File: config.mk
export PLATFORM = sky130hd
export DESIGN_NAME = adc_pkt_rx_flat
export DESIGN_NICKNAME = d
export VERILOG_FILES = /design/src/rtl/adc_pkt_pkg.sv /design/src/rtl/adc_pkt_rx_if.sv /design/src/rtl/adc_pkt_rx_fifo.sv /design/src/rtl/adc_pkt_rx.sv /design/src/flat_wrapper.sv
export SDC_FILE = /design/constraint.sdc
export NUM_CORES = 1
export LEC_CHECK = 0
export CAP_MARGIN = 5
export CORE_UTILIZATION = 60
export DETAILED_ROUTE_END_ITERATION = 7
export HOLD_SLACK_MARGIN = 0.02
export PLACE_DENSITY = 0.86
export SYNTH_ARGS = -nofsm -noshare
export SYNTH_HDL_FRONTEND = slang
export SYNTH_HIERARCHICAL = 1
export SYNTH_SLANG_ARGS = --single-unit
File: constraint.sdc
create_clock -name clk -period 3.88 [get_ports clk]
set_clock_uncertainty 0.15 [all_clocks]
set_input_delay 0.582 -clock clk [delete_from_list [all_inputs] [get_ports clk]]
set_output_delay 0.582 -clock clk [all_outputs]
set_load 0.05 [all_outputs]
File: src/rtl/adc_pkt_pkg.sv
// Shared types and constants for the ADC pad packet receiver.
package adc_pkt_pkg;

   localparam int         DATA_W     = 18;
   localparam logic [1:0] HDR_MARKER = 2'b10;

   typedef enum logic [1:0] {IDLE, PAYLOAD, TRAILER, GAP} state_e;

   typedef struct packed {
      logic              err;
      logic              eop;
      logic              sop;
      logic [DATA_W-1:0] data;
   } rx_entry_t;

   // Builds one output-FIFO entry from its fields.
   function automatic rx_entry_t mk_entry(input logic err, input logic eop, input logic sop,
                                          input logic [DATA_W-1:0] data);
      rx_entry_t e;
      e.err  = err;
      e.eop  = eop;
      e.sop  = sop;
      e.data = data;
      return e;
   endfunction

endpackage

File: src/rtl/adc_pkt_rx_if.sv
// Payload stream out of the receiver: one word per transfer, valid/ready handshake.
interface adc_pkt_rx_if;
   import adc_pkt_pkg::*;

   logic [DATA_W-1:0] data;
   logic              sop;
   logic              eop;
   logic              err;
   logic              valid;
   logic              ready;

   modport master (output data, sop, eop, err, valid, input ready);
   modport slave  (input data, sop, eop, err, valid, output ready);
endinterface

File: src/rtl/adc_pkt_rx_fifo.sv
// First-word-fall-through FIFO. A push while full is accepted only if the same
// cycle pops; otherwise it is dropped and reported on drop.
module adc_pkt_rx_fifo #(
   parameter int  DEPTH   = 16,
   parameter type entry_t = logic
) (
   input  logic   clk,
   input  logic   rst,
   input  logic   wr_en,
   input  entry_t wr_data,
   output logic   full,
   output logic   drop,
   input  logic   rd_en,
   output entry_t rd_data,
   output logic   empty
);

   localparam int AW = $clog2(DEPTH);

   entry_t          mem [DEPTH];
   logic [AW-1:0]   wr_ptr;
   logic [AW-1:0]   rd_ptr;
   logic [AW:0]     count;
   logic            do_wr;
   logic            do_rd;

   assign full    = (count == (AW+1)'(DEPTH));
   assign empty   = (count == '0);
   assign do_rd   = rd_en & ~empty;
   assign do_wr   = wr_en & (~full | do_rd);
   assign drop    = wr_en & full & ~do_rd;
   assign rd_data = mem[rd_ptr];

   // Storage write.
   // NOTE: the array is not reset; count alone says which slots hold data, so stale contents are never presented.
   always_ff @(posedge clk) begin
      if (do_wr) mem[wr_ptr] <= wr_data;
   end

   // Pointer and occupancy tracking.
   // NOTE: non-blocking assignments make every flop update from pre-edge values; blocking ones would chain within the edge.
   always_ff @(posedge clk) begin
      if (rst) begin
         wr_ptr <= '0;
         rd_ptr <= '0;
         count  <= '0;
      end else begin
         if (do_wr) wr_ptr <= wr_ptr + AW'(1);
         if (do_rd) rd_ptr <= rd_ptr + AW'(1);
         case ({do_wr, do_rd})
            2'b10:   count <= count + (AW+1)'(1);
            2'b01:   count <= count - (AW+1)'(1);
            default: count <= count;
         endcase
      end
   end

endmodule

File: src/rtl/adc_pkt_rx.sv
// ADC pad packet receiver: oversamples CLK_RD, de-frames header/payload/trailer
// packets, checks them and streams payload words out through a FIFO.
module adc_pkt_rx
   import adc_pkt_pkg::*;
#(
   parameter int FIFO_DEPTH = 16,
   parameter int CNT_W      = 16
) (
   input  logic              clk,
   input  logic              rst,
   input  logic              rx_en,
   input  logic [7:0]        cfg_idle_len,
   input  logic              status_clr,
   input  logic              adc_clk_rd,
   input  logic [DATA_W-1:0] adc_data,
   input  logic              adc_data_valid,
   adc_pkt_rx_if.master      out,
   output logic [CNT_W-1:0]  pkt_cnt,
   output logic [CNT_W-1:0]  err_cnt,
   output logic              hdr_err,
   output logic              seq_err,
   output logic              crc_err,
   output logic              len_err,
   output logic              gap_err,
   output logic              ovf_err,
   output logic              busy
);

   localparam logic [1:0] ST_IDLE    = IDLE;
   localparam logic [1:0] ST_PAYLOAD = PAYLOAD;
   localparam logic [1:0] ST_TRAILER = TRAILER;
   localparam logic [1:0] ST_GAP     = GAP;

   logic [1:0]        clk_rd_sync;
   logic              clk_rd_q;
   logic              strobe;
   logic [DATA_W-1:0] data_s1, data_s2;
   logic              vld_s1, vld_s2;

   logic [1:0]        state;
   logic [7:0]        seq_lat, len_lat, cnt, gap_cnt, seq_ref;
   logic              ref_vld, skid_vld, first;
   logic [DATA_W-1:0] xor_acc, skid_data;
   logic              push_vld;
   rx_entry_t         push_ent;
   logic              ev_hdr, ev_seq, ev_crc, ev_len, ev_gap, ev_lost;

   logic              hdr_ok, in_hdr, abort, seq_bad, crc_bad;
   logic [7:0]        cnt_nxt;

   rx_entry_t         wr_ent, rd_ent;
   logic              fifo_full, fifo_empty, drop, pkt_ovf;
   logic              eop_done, final_err, pkt_inc, err_inc;

   // Two-flop synchronisers on all pads; strobe fires on the synchronised CLK_RD rising edge.
   always_ff @(posedge clk) begin
      if (rst) begin
         clk_rd_sync <= '0;
         clk_rd_q    <= 1'b0;
         strobe      <= 1'b0;
         data_s1     <= '0;
         data_s2     <= '0;
         vld_s1      <= 1'b0;
         vld_s2      <= 1'b0;
      end else begin
         clk_rd_sync <= {clk_rd_sync[0], adc_clk_rd};
         clk_rd_q    <= clk_rd_sync[1];
         strobe      <= clk_rd_sync[1] & ~clk_rd_q;
         data_s1     <= adc_data;
         data_s2     <= data_s1;
         vld_s1      <= adc_data_valid;
         vld_s2      <= vld_s1;
      end
   end

   // Word classification for the current strobe.
   always_comb begin
      hdr_ok  = (data_s2[DATA_W-1 -: 2] == HDR_MARKER) && (data_s2[7:0] != 8'd0);
      in_hdr  = strobe && vld_s2 && (state == ST_IDLE || state == ST_GAP);
      abort   = strobe && !vld_s2 && (state == ST_PAYLOAD || state == ST_TRAILER);
      seq_bad = ref_vld && (seq_lat != seq_ref + 8'd1);
      crc_bad = (data_s2 != xor_acc);
      cnt_nxt = cnt + 8'd1;
   end

   // De-framing FSM; emits registered pushes and one-cycle check events.
   always_ff @(posedge clk) begin
      if (rst) begin
         state     <= ST_IDLE;
         seq_lat   <= '0;
         len_lat   <= '0;
         cnt       <= '0;
         gap_cnt   <= '0;
         seq_ref   <= '0;
         ref_vld   <= 1'b0;
         skid_vld  <= 1'b0;
         first     <= 1'b0;
         xor_acc   <= '0;
         skid_data <= '0;
         push_vld  <= 1'b0;
         push_ent  <= '0;
         {ev_hdr, ev_seq, ev_crc, ev_len, ev_gap, ev_lost} <= '0;
      end else begin
         push_vld <= 1'b0;
         {ev_hdr, ev_seq, ev_crc, ev_len, ev_gap, ev_lost} <= '0;
         if (!rx_en) begin
            state    <= ST_IDLE;
            skid_vld <= 1'b0;
            ref_vld  <= 1'b0;
         end else if (in_hdr) begin
            ev_gap <= (state == ST_GAP) && (cfg_idle_len != 8'd0);
            if (hdr_ok) begin
               seq_lat  <= data_s2[15:8];
               len_lat  <= data_s2[7:0];
               cnt      <= '0;
               xor_acc  <= '0;
               skid_vld <= 1'b0;
               first    <= 1'b1;
               state    <= ST_PAYLOAD;
            end else begin
               ev_hdr  <= 1'b1;
               gap_cnt <= '0;
               state   <= ST_GAP;
            end
         end else if (abort) begin
            // Short packet: close it with the held word, or just count it if none was held.
            ev_len <= 1'b1;
            if (skid_vld) begin
               push_vld <= 1'b1;
               push_ent <= mk_entry(1'b1, 1'b1, first, skid_data);
            end else begin
               ev_lost <= 1'b1;
            end
            skid_vld <= 1'b0;
            gap_cnt  <= '0;
            state    <= ST_GAP;
         end else begin
            case (state)
               ST_PAYLOAD: if (strobe) begin
                  xor_acc   <= xor_acc ^ data_s2;
                  skid_data <= data_s2;
                  skid_vld  <= 1'b1;
                  cnt       <= cnt_nxt;
                  if (skid_vld) begin
                     push_vld <= 1'b1;
                     push_ent <= mk_entry(1'b0, 1'b0, first, skid_data);
                     first    <= 1'b0;
                  end
                  if (cnt_nxt == len_lat) state <= ST_TRAILER;
               end
               ST_TRAILER: if (strobe) begin
                  push_vld <= 1'b1;
                  push_ent <= mk_entry(crc_bad | seq_bad, 1'b1, first, skid_data);
                  ev_crc   <= crc_bad;
                  ev_seq   <= seq_bad;
                  seq_ref  <= seq_lat;
                  ref_vld  <= 1'b1;
                  skid_vld <= 1'b0;
                  gap_cnt  <= '0;
                  state    <= ST_GAP;
               end
               ST_GAP: begin
                  if (cfg_idle_len == 8'd0) begin
                     state <= ST_IDLE;
                  end else if (strobe) begin
                     gap_cnt <= gap_cnt + 8'd1;
                     if (({1'b0, gap_cnt} + 9'd1) >= {1'b0, cfg_idle_len}) state <= ST_IDLE;
                  end
               end
               default: state <= ST_IDLE;
            endcase
         end
      end
   end

   // A packet that lost any word to overflow gets its eop entry marked bad.
   // NOTE: every always_comb output gets a default first so no path leaves it unassigned and infers a latch.
   always_comb begin
      wr_ent     = push_ent;
      wr_ent.err = push_ent.err | (push_ent.eop & pkt_ovf);
   end

   adc_pkt_rx_fifo #(
      .DEPTH   (FIFO_DEPTH),
      .entry_t (rx_entry_t)
   ) u_fifo (
      .clk     (clk),
      .rst     (rst),
      .wr_en   (push_vld),
      .wr_data (wr_ent),
      .full    (fifo_full),
      .drop    (drop),
      .rd_en   (out.ready),
      .rd_data (rd_ent),
      .empty   (fifo_empty)
   );

   // Remembers an overflow drop until the packet's eop push.
   always_ff @(posedge clk) begin
      if (rst)                          pkt_ovf <= 1'b0;
      else if (push_vld & push_ent.eop) pkt_ovf <= 1'b0;
      else if (drop)                    pkt_ovf <= 1'b1;
      else if (!rx_en)                  pkt_ovf <= 1'b0;
   end

   assign eop_done  = push_vld & push_ent.eop;
   assign final_err = wr_ent.err | drop;
   assign pkt_inc   = eop_done & ~final_err;
   assign err_inc   = (eop_done & final_err) | ev_hdr | ev_lost;

   // Packet counters and sticky flags; a clear wins over a same-cycle set.
   always_ff @(posedge clk) begin
      if (rst || status_clr) begin
         pkt_cnt <= '0;
         err_cnt <= '0;
         {hdr_err, seq_err, crc_err, len_err, gap_err, ovf_err} <= '0;
      end else begin
         pkt_cnt <= pkt_cnt + CNT_W'(pkt_inc);
         if (err_inc && err_cnt != {CNT_W{1'b1}}) err_cnt <= err_cnt + CNT_W'(1);
         hdr_err <= hdr_err | ev_hdr;
         seq_err <= seq_err | ev_seq;
         crc_err <= crc_err | ev_crc;
         len_err <= len_err | ev_len;
         gap_err <= gap_err | ev_gap;
         ovf_err <= ovf_err | drop;
      end
   end

   assign out.valid = ~fifo_empty;
   assign out.data  = fifo_empty ? '0 : rd_ent.data;
   assign out.sop   = ~fifo_empty & rd_ent.sop;
   assign out.eop   = ~fifo_empty & rd_ent.eop;
   assign out.err   = ~fifo_empty & rd_ent.err;
   assign busy      = (state != ST_IDLE);

endmodule

File: src/flat_wrapper.sv
// flat-port wrapper written by rule: the top's interface ports become plain ports
module adc_pkt_rx_flat import adc_pkt_pkg::*;
#(
   parameter int FIFO_DEPTH = 16,
   parameter int CNT_W      = 16
)
  (clk, rst, rx_en, cfg_idle_len, status_clr, adc_clk_rd, adc_data, adc_data_valid, pkt_cnt, err_cnt, hdr_err, seq_err, crc_err, len_err, gap_err, ovf_err, busy, out_data, out_sop, out_eop, out_err, out_valid, out_ready);
  adc_pkt_rx_if out_i ();
  input  logic clk;
  input  logic rst;
  input  logic rx_en;
  input  logic [7:0] cfg_idle_len;
  input  logic status_clr;
  input  logic adc_clk_rd;
  input  logic [DATA_W-1:0] adc_data;
  input  logic adc_data_valid;
  output logic [CNT_W-1:0] pkt_cnt;
  output logic [CNT_W-1:0] err_cnt;
  output logic hdr_err;
  output logic seq_err;
  output logic crc_err;
  output logic len_err;
  output logic gap_err;
  output logic ovf_err;
  output logic busy;
  output wire logic [$bits(out_i.data)-1:0] out_data;
  output wire logic [$bits(out_i.sop)-1:0] out_sop;
  output wire logic [$bits(out_i.eop)-1:0] out_eop;
  output wire logic [$bits(out_i.err)-1:0] out_err;
  output wire logic [$bits(out_i.valid)-1:0] out_valid;
  input wire logic [$bits(out_i.ready)-1:0] out_ready;
  assign out_data = out_i.data;
  assign out_sop = out_i.sop;
  assign out_eop = out_i.eop;
  assign out_err = out_i.err;
  assign out_valid = out_i.valid;
  assign out_i.ready = out_ready;
  adc_pkt_rx #(.FIFO_DEPTH(FIFO_DEPTH), .CNT_W(CNT_W)) u_core (.clk(clk), .rst(rst), .rx_en(rx_en), .cfg_idle_len(cfg_idle_len), .status_clr(status_clr), .adc_clk_rd(adc_clk_rd), .adc_data(adc_data), .adc_data_valid(adc_data_valid), .out(out_i), .pkt_cnt(pkt_cnt), .err_cnt(err_cnt), .hdr_err(hdr_err), .seq_err(seq_err), .crc_err(crc_err), .len_err(len_err), .gap_err(gap_err), .ovf_err(ovf_err), .busy(busy));
endmodule
Yosys cells after proc, flatten, opt, wreduce, memory -nomap -nowiden
Memories as Yosys holds them, arrays and structs flattened. A register that Yosys moved wholly into a read port is not among the register bits.
Index checks and enable logic that the tools add are counted.
Widths: inputs -> output; s select.
{"block": "totals", "reg_bits": 203, "mem_bits_rw": 336, "out_inout_bits": 61, "elab_cells": 216, "mem_count": 1}
{"memory": "u_core.u_fifo.mem", "depth": 16, "word_bits": 21, "rd": 1, "rd_clocked_by_memory_dff": 1, "wr": 1, "line": "adc_pkt_rx_fifo.sv:20", "rtl": "entry_t mem [DEPTH];"}
{"block": "op_classes", "add_sub_neg": 10, "order_cmp": 1, "eq_ne": 26, "n_mux": 61, "n_bitwise": 35, "reduce_logical": 41}
{"op": "$mux 18", "count": 6}
{"op": "$mux 21", "count": 5}
{"op": "$mux 8", "count": 11}
{"op": "$pmux 21 s2", "count": 1}
{"op": "$add 8x1->8 const B", "count": 3}
{"op": "$mux 1", "count": 22}
{"op": "$reduce_and 5->1", "count": 4}
{"op": "$mux 2", "count": 9}
{"op": "$ne 18x18->1", "count": 1}
{"op": "$xor 18x18->18", "count": 1}
{"op": "$add 16x1->16", "count": 1}
{"op": "$add 16x1->16 const B", "count": 1}
{"op": "$ne 16x16->1 const B", "count": 1}
{"op": "$pmux 8 s2", "count": 1}
{"op": "$reduce_bool 8->1", "count": 2}
{"op": "$and 1x1->1", "count": 12}
{"op": "$ne 4x1->1 const B", "count": 3}
{"op": "$or 1x1->1", "count": 12}
{"op": "$reduce_and 6->1", "count": 2}
{"op": "$ne 2x1->1 const B", "count": 5}
{"op": "$not 1->1", "count": 10}
{"op": "$pmux 5 s2", "count": 1}
{"op": "$reduce_bool 2->1", "count": 5}
{"op": "$add 8x1->9 const B", "count": 1}
{"op": "other kinds (32)", "count": 54}

Depth between registers and ports, before layout
{"block": "depth", "word_depth": 10, "mapped_depth": 12, "ltp_nobuf": 10}

Hierarchy
Netlist, hierarchy kept.
{"module": "adc_pkt_rx_fifo", "n_inst": 1, "cells_per_inst": 586, "area_per_inst_um2": 13649.3, "seq_area_each_um2": 10430.0}
{"module": "adc_pkt_rx", "n_inst": 1, "cells_per_inst": 954, "area_per_inst_um2": 8260.4, "seq_area_each_um2": 3803.6}

Worst setup path before layout
Ideal clock, no wire load.
{"block": "synth_timing", "path_kind": "register -> register", "start": "reg u_core.u_fifo.count[1]", "end": "reg u_core.err_cnt[6]", "setup_time_ns": 0.070, "t_arrival_ns": 2.562, "slack_ns": 1.098, "stages_incl_launch_ff": 12, "n_path_buf": 3, "period_less_slack_ns": 2.782, "cell_sequence": "dfxtp_1 -> buf_6 -> or4_4 -> buf_6 -> nor3_1 -> nor3_1 -> o21ai_0 -> o21a_1 -> buf_2 -> nand2_2 -> or3_1 -> a21oi_1"}
{"block": "synth_between", "elab_chain_cells": 10, "word_cells_on_any_way": 12}
{"item": "start, declared", "line": "adc_pkt_rx_fifo.sv:23", "rtl": "logic [AW:0] count;"}
{"item": "start signal, assigned", "line": "adc_pkt_rx_fifo.sv:51", "rtl": "2'b10: count <= count + (AW+1)'(1);"}
{"item": "start signal, assigned", "line": "adc_pkt_rx_fifo.sv:52", "rtl": "2'b01: count <= count - (AW+1)'(1);"}
{"item": "start signal, assigned", "line": "adc_pkt_rx_fifo.sv:53", "rtl": "default: count <= count;"}
{"item": "$logic_not 5->1", "line": "adc_pkt_rx_fifo.sv:28", "rtl": "assign empty = (count == '0);"}
{"item": "$not 1->1", "line": "adc_pkt_rx_fifo.sv:29", "rtl": "assign do_rd = rd_en & ~empty;"}
{"item": "$and 1x1->1", "line": "adc_pkt_rx_fifo.sv:29"}
{"item": "$not 1->1", "line": "adc_pkt_rx_fifo.sv:31", "rtl": "assign drop = wr_en & full & ~do_rd;"}
{"item": "$and 1x1->1 *", "line": "adc_pkt_rx_fifo.sv:31"}
{"item": "net u_core.drop", "line": "adc_pkt_rx.sv:52", "rtl": "logic fifo_full, fifo_empty, drop, pkt_ovf;"}
{"item": "$or 1x1->1 *", "line": "adc_pkt_rx.sv:207", "rtl": "assign final_err = wr_ent.err | drop;"}
{"item": "$and 1x1->1 *", "line": "adc_pkt_rx.sv:209", "rtl": "assign err_inc = (eop_done & final_err) | ev_hdr | ev_lost;"}
{"item": "$or 1x1->1 * (2 in a row)", "line": "adc_pkt_rx.sv:209"}
{"item": "$logic_and 1x1->1 *", "line": "adc_pkt_rx.sv:219", "rtl": "if (err_inc && err_cnt != {CNT_W{1'b1}}) err_cnt <= err_cnt + CNT_W'(1);"}
{"item": "end signal, assigned", "line": "adc_pkt_rx.sv:219"}
{"item": "end, declared", "line": "adc_pkt_rx.sv:19", "rtl": "output logic [CNT_W-1:0] err_cnt,"}
The timed path passes the listed nets; every way through them passes the cells marked *.
A chain may end at the register's enable or synchronous reset.

==> impl_metrics.json <==
{
  "outcome": "complete, but fails checks",
  "violations": "design-rule violations",
  "pwr_density_cell_nw_per_um2": 454,
  "setup_ws_ns": 0.220,
  "root_buffer": "clkbuf_16",
  "p_leak_nw": 7.99,
  "clockBufferDepth": 3,
  "post-cts-setup-buffer-count": 0,
  "grt_usage": 0.273,
  "rsz0062_at_grt": "false",
  "cp-endpoint": "out_data[16]",
  "arrival_ns": 2.93,
  "worstSetupStartpointType": "flip-flop",
  "reg2reg_from": "u_core/u_fifo/count[0]$_SDFFE_PP0P_",
  "min_period_ns": 3.66,
  "drv_cap": 0,
  "die_w_um": 193,
  "dieArea_um2": 37300,
  "area_growth_pct": 14.3,
  "critical_path_depth": 5,
  "drt-initial-drc-count": 1192,
  "regToRegSetupSlack_ns": 0.73,
  "hold_depth": 1,
  "antenna_found_initial": 0,
  "syn_inst": 1539,
  "grt_util_met2": 0.475,
  "nNetsFinal": 1703,
  "setup-violations-final": 0,
  "worstSetupPathType": "reg2out",
  "vias": 13300,
  "detail-route-antenna-nets": 0,
  "drc": 6,
  "routedWlPerCell_um": 23.1,
  "grt_pass1_vias": 13300,
  "synth_nets": 1597,
  "grt_overflow_total": 0,
  "busiest_layer": "met2",
  "hold_viol": 0,
  "cts_hold_buf": 0,
  "boundaryPins": 94,
  "firstDrtPassIters": 7,
  "cp_cell_sequence": "buf_4 > mux4_2 > mux4_2 > nor2b_1 > buf_4",
  "grt_use_met3": 0.0422,
  "port_buffers": 93,
  "coreArea_um2": 35700,
  "cts_sinks": 543,
  "critPathBufInv": 2,
  "max_freq_ghz": 0.273,
  "slew_headroom": 0.374,
  "die_height_um": 193,
  "reg2reg_to": "u_core/err_cnt[6]$_SDFFE_PP0P_",
  "synthesis.area_um2": 21900,
  "worstMarginPinSlew_ns": 0.939,
  "cp.required_ns": 3.15,
  "cts_resized": 0,
  "grt_max_degree": 93,
  "power_mw": 11.4,
  "path_clk_slew_ns": 0.06,
  "cts_buffers": 51,
  "dp.final_hpwl_mm": 28.6,
  "insertion_delay_ns": 0.57,
  "layout-drive-gt1-share": 0.161,
  "grt_pass1_wl_mm": 75.6,
  "pre_cts_ws_ns": 0.314,
  "use_met1": 0.346,
  "ir_drop_mv": 0.391,
  "num_rows": 69,
  "cts_tree": "yes",
  "insertedDiodeCount": 0,
  "endpoint_kind": "output port",
  "cts.htree.levels": 2,
  "cpPeakStageDelay_ns": 0.59,
  "yosys_warnings": 6,
  "initial_utilization": 0.613,
  "cp_slowest_cell": "mux4_2",
  "post-route-period-util": 0.943,
  "critPathMaxFanout": 16,
  "drv_slew": 0,
  "routed_via_density": 6.17,
  "critPathTopFamily": "multiplexers",
  "synth_area_per_cell_um2": 14.2,
  "setup_tns_ns": 0,
  "worst_r2r_path_depth": 8,
  "hold_path.class": "reg2reg",
  "drt-total-wl_mm": 49.7,
  "routabilityCongestion": 0.861
}
worst register-to-register path, delay by kind of cell, from the launching register on:
kind / cells / cell delay (ns)
simple gates: 5 / 1.61
flops: 1 / 0.38
compound gates: 3 / 0.94
power breakdown:
group          switching [mW]  internal, mW
Sequential             0.0234          6.07
Combinational          0.0803        0.0648
Clock                    2.12          3.00
Total                    2.22          9.14
state kept, by name, summed over array words and instances (netlist names), 8 cells and up, named ones only:
| register | count |
|---|---|
| u_core/cnt | 8 |
| u_core/data_s1 | 18 |
| u_core/data_s2 | 18 |
| u_core/err_cnt | 16 |
| u_core/gap_cnt | 8 |
| u_core/len_lat | 8 |
| u_core/pkt_cnt | 16 |
| u_core/push_ent | 21 |
| u_core/seq_lat | 8 |
| u_core/seq_ref | 8 |
| u_core/skid_data | 18 |
| u_core/u_fifo/mem | 336 |
| u_core/xor_acc | 18 |
worst min path at each step:
stage,slack [ns],to,from
after floorplan,0.22,u_core/strobe$_SDFF_PP0_,u_core/clk_rd_q$_SDFF_PP0_
after global placement,0.22,u_core/strobe$_SDFF_PP0_,u_core/clk_rd_q$_SDFF_PP0_
after detailed placement,0.26,u_core/strobe$_SDFF_PP0_,u_core/clk_rd_q$_SDFF_PP0_
after CTS,0.27,u_core/strobe$_SDFF_PP0_,u_core/clk_rd_q$_SDFF_PP0_
after global routing,0.28,u_core/strobe$_SDFF_PP0_,u_core/clk_rd_q$_SDFF_PP0_
final,0.27,u_core/strobe$_SDFF_PP0_,u_core/clk_rd_q$_SDFF_PP0_
cell usage in the layout (no fill, tap or decap), types with 5 or more instances in the layout:
cell and count:
edfxtp_1 336, dfxtp_1 205, nor2_1 145, mux4_2 105, nand2_1 92, nor2b_1 80, clkdlybuf4s50_1 71, a21oi_1 65
buf_4 57, clkbuf_16 51, mux2i_1 47, inv_1 43, nand3_1 34, o21ai_0 34, xor2_1 32, ha_1 25
xnor2_1 23, and3_1 20, nor3_1 17, and2_1 17, clkinv_2 13, nand4_1 10, clkbuf_1 9, nand2b_1 9
bufinv_16 8, o21a_1 8, a21o_1 7, a31oi_1 6, clkinv_1 5, or3_1 5, and4_1 5, a211oi_1 5
nor4_1 5, o211ai_1 5, o22ai_1 5
metrics by stage:
step | hold slack, ns | std cells | utilization | cell area [um2]
floorplan | 0.217 | 1539 | - | 21900
CTS | 0.268 | 2149 | 0.700 | 25000
detailed placement | 0.263 | 2053 | 0.652 | 23300
global placement | 0.225 | 2053 | 0.652 | 23300
global route | 0.278 | 2149 | 0.700 | 25000
finish | 0.272 | 2149 | 0.700 | 25000
layout make-up:
cell class / instances / area (um2)
Clock inverter: 34 / 390
Inverter: 43 / 161
Clock buffer: 62 / 1340
Timing Repair Buffer: 131 / 1200
Tap cell: 461 / 577
Fill cell: 2302 / 10700
Multi-Input combinational cell: 875 / 7120
Sequential cell: 543 / 14200
metal layers:
| layer | vias up | wire, um |
|---|---|---|
| met5 | - | 0 |
| met1 | 6588 | 19000 |
| met4 | 0 | 1890 |
| met2 | 634 | 25200 |
| li1 | 5915 | - |
| met3 | 124 | 3660 |
No activity file was read; power rests on OpenSTA's default activity.
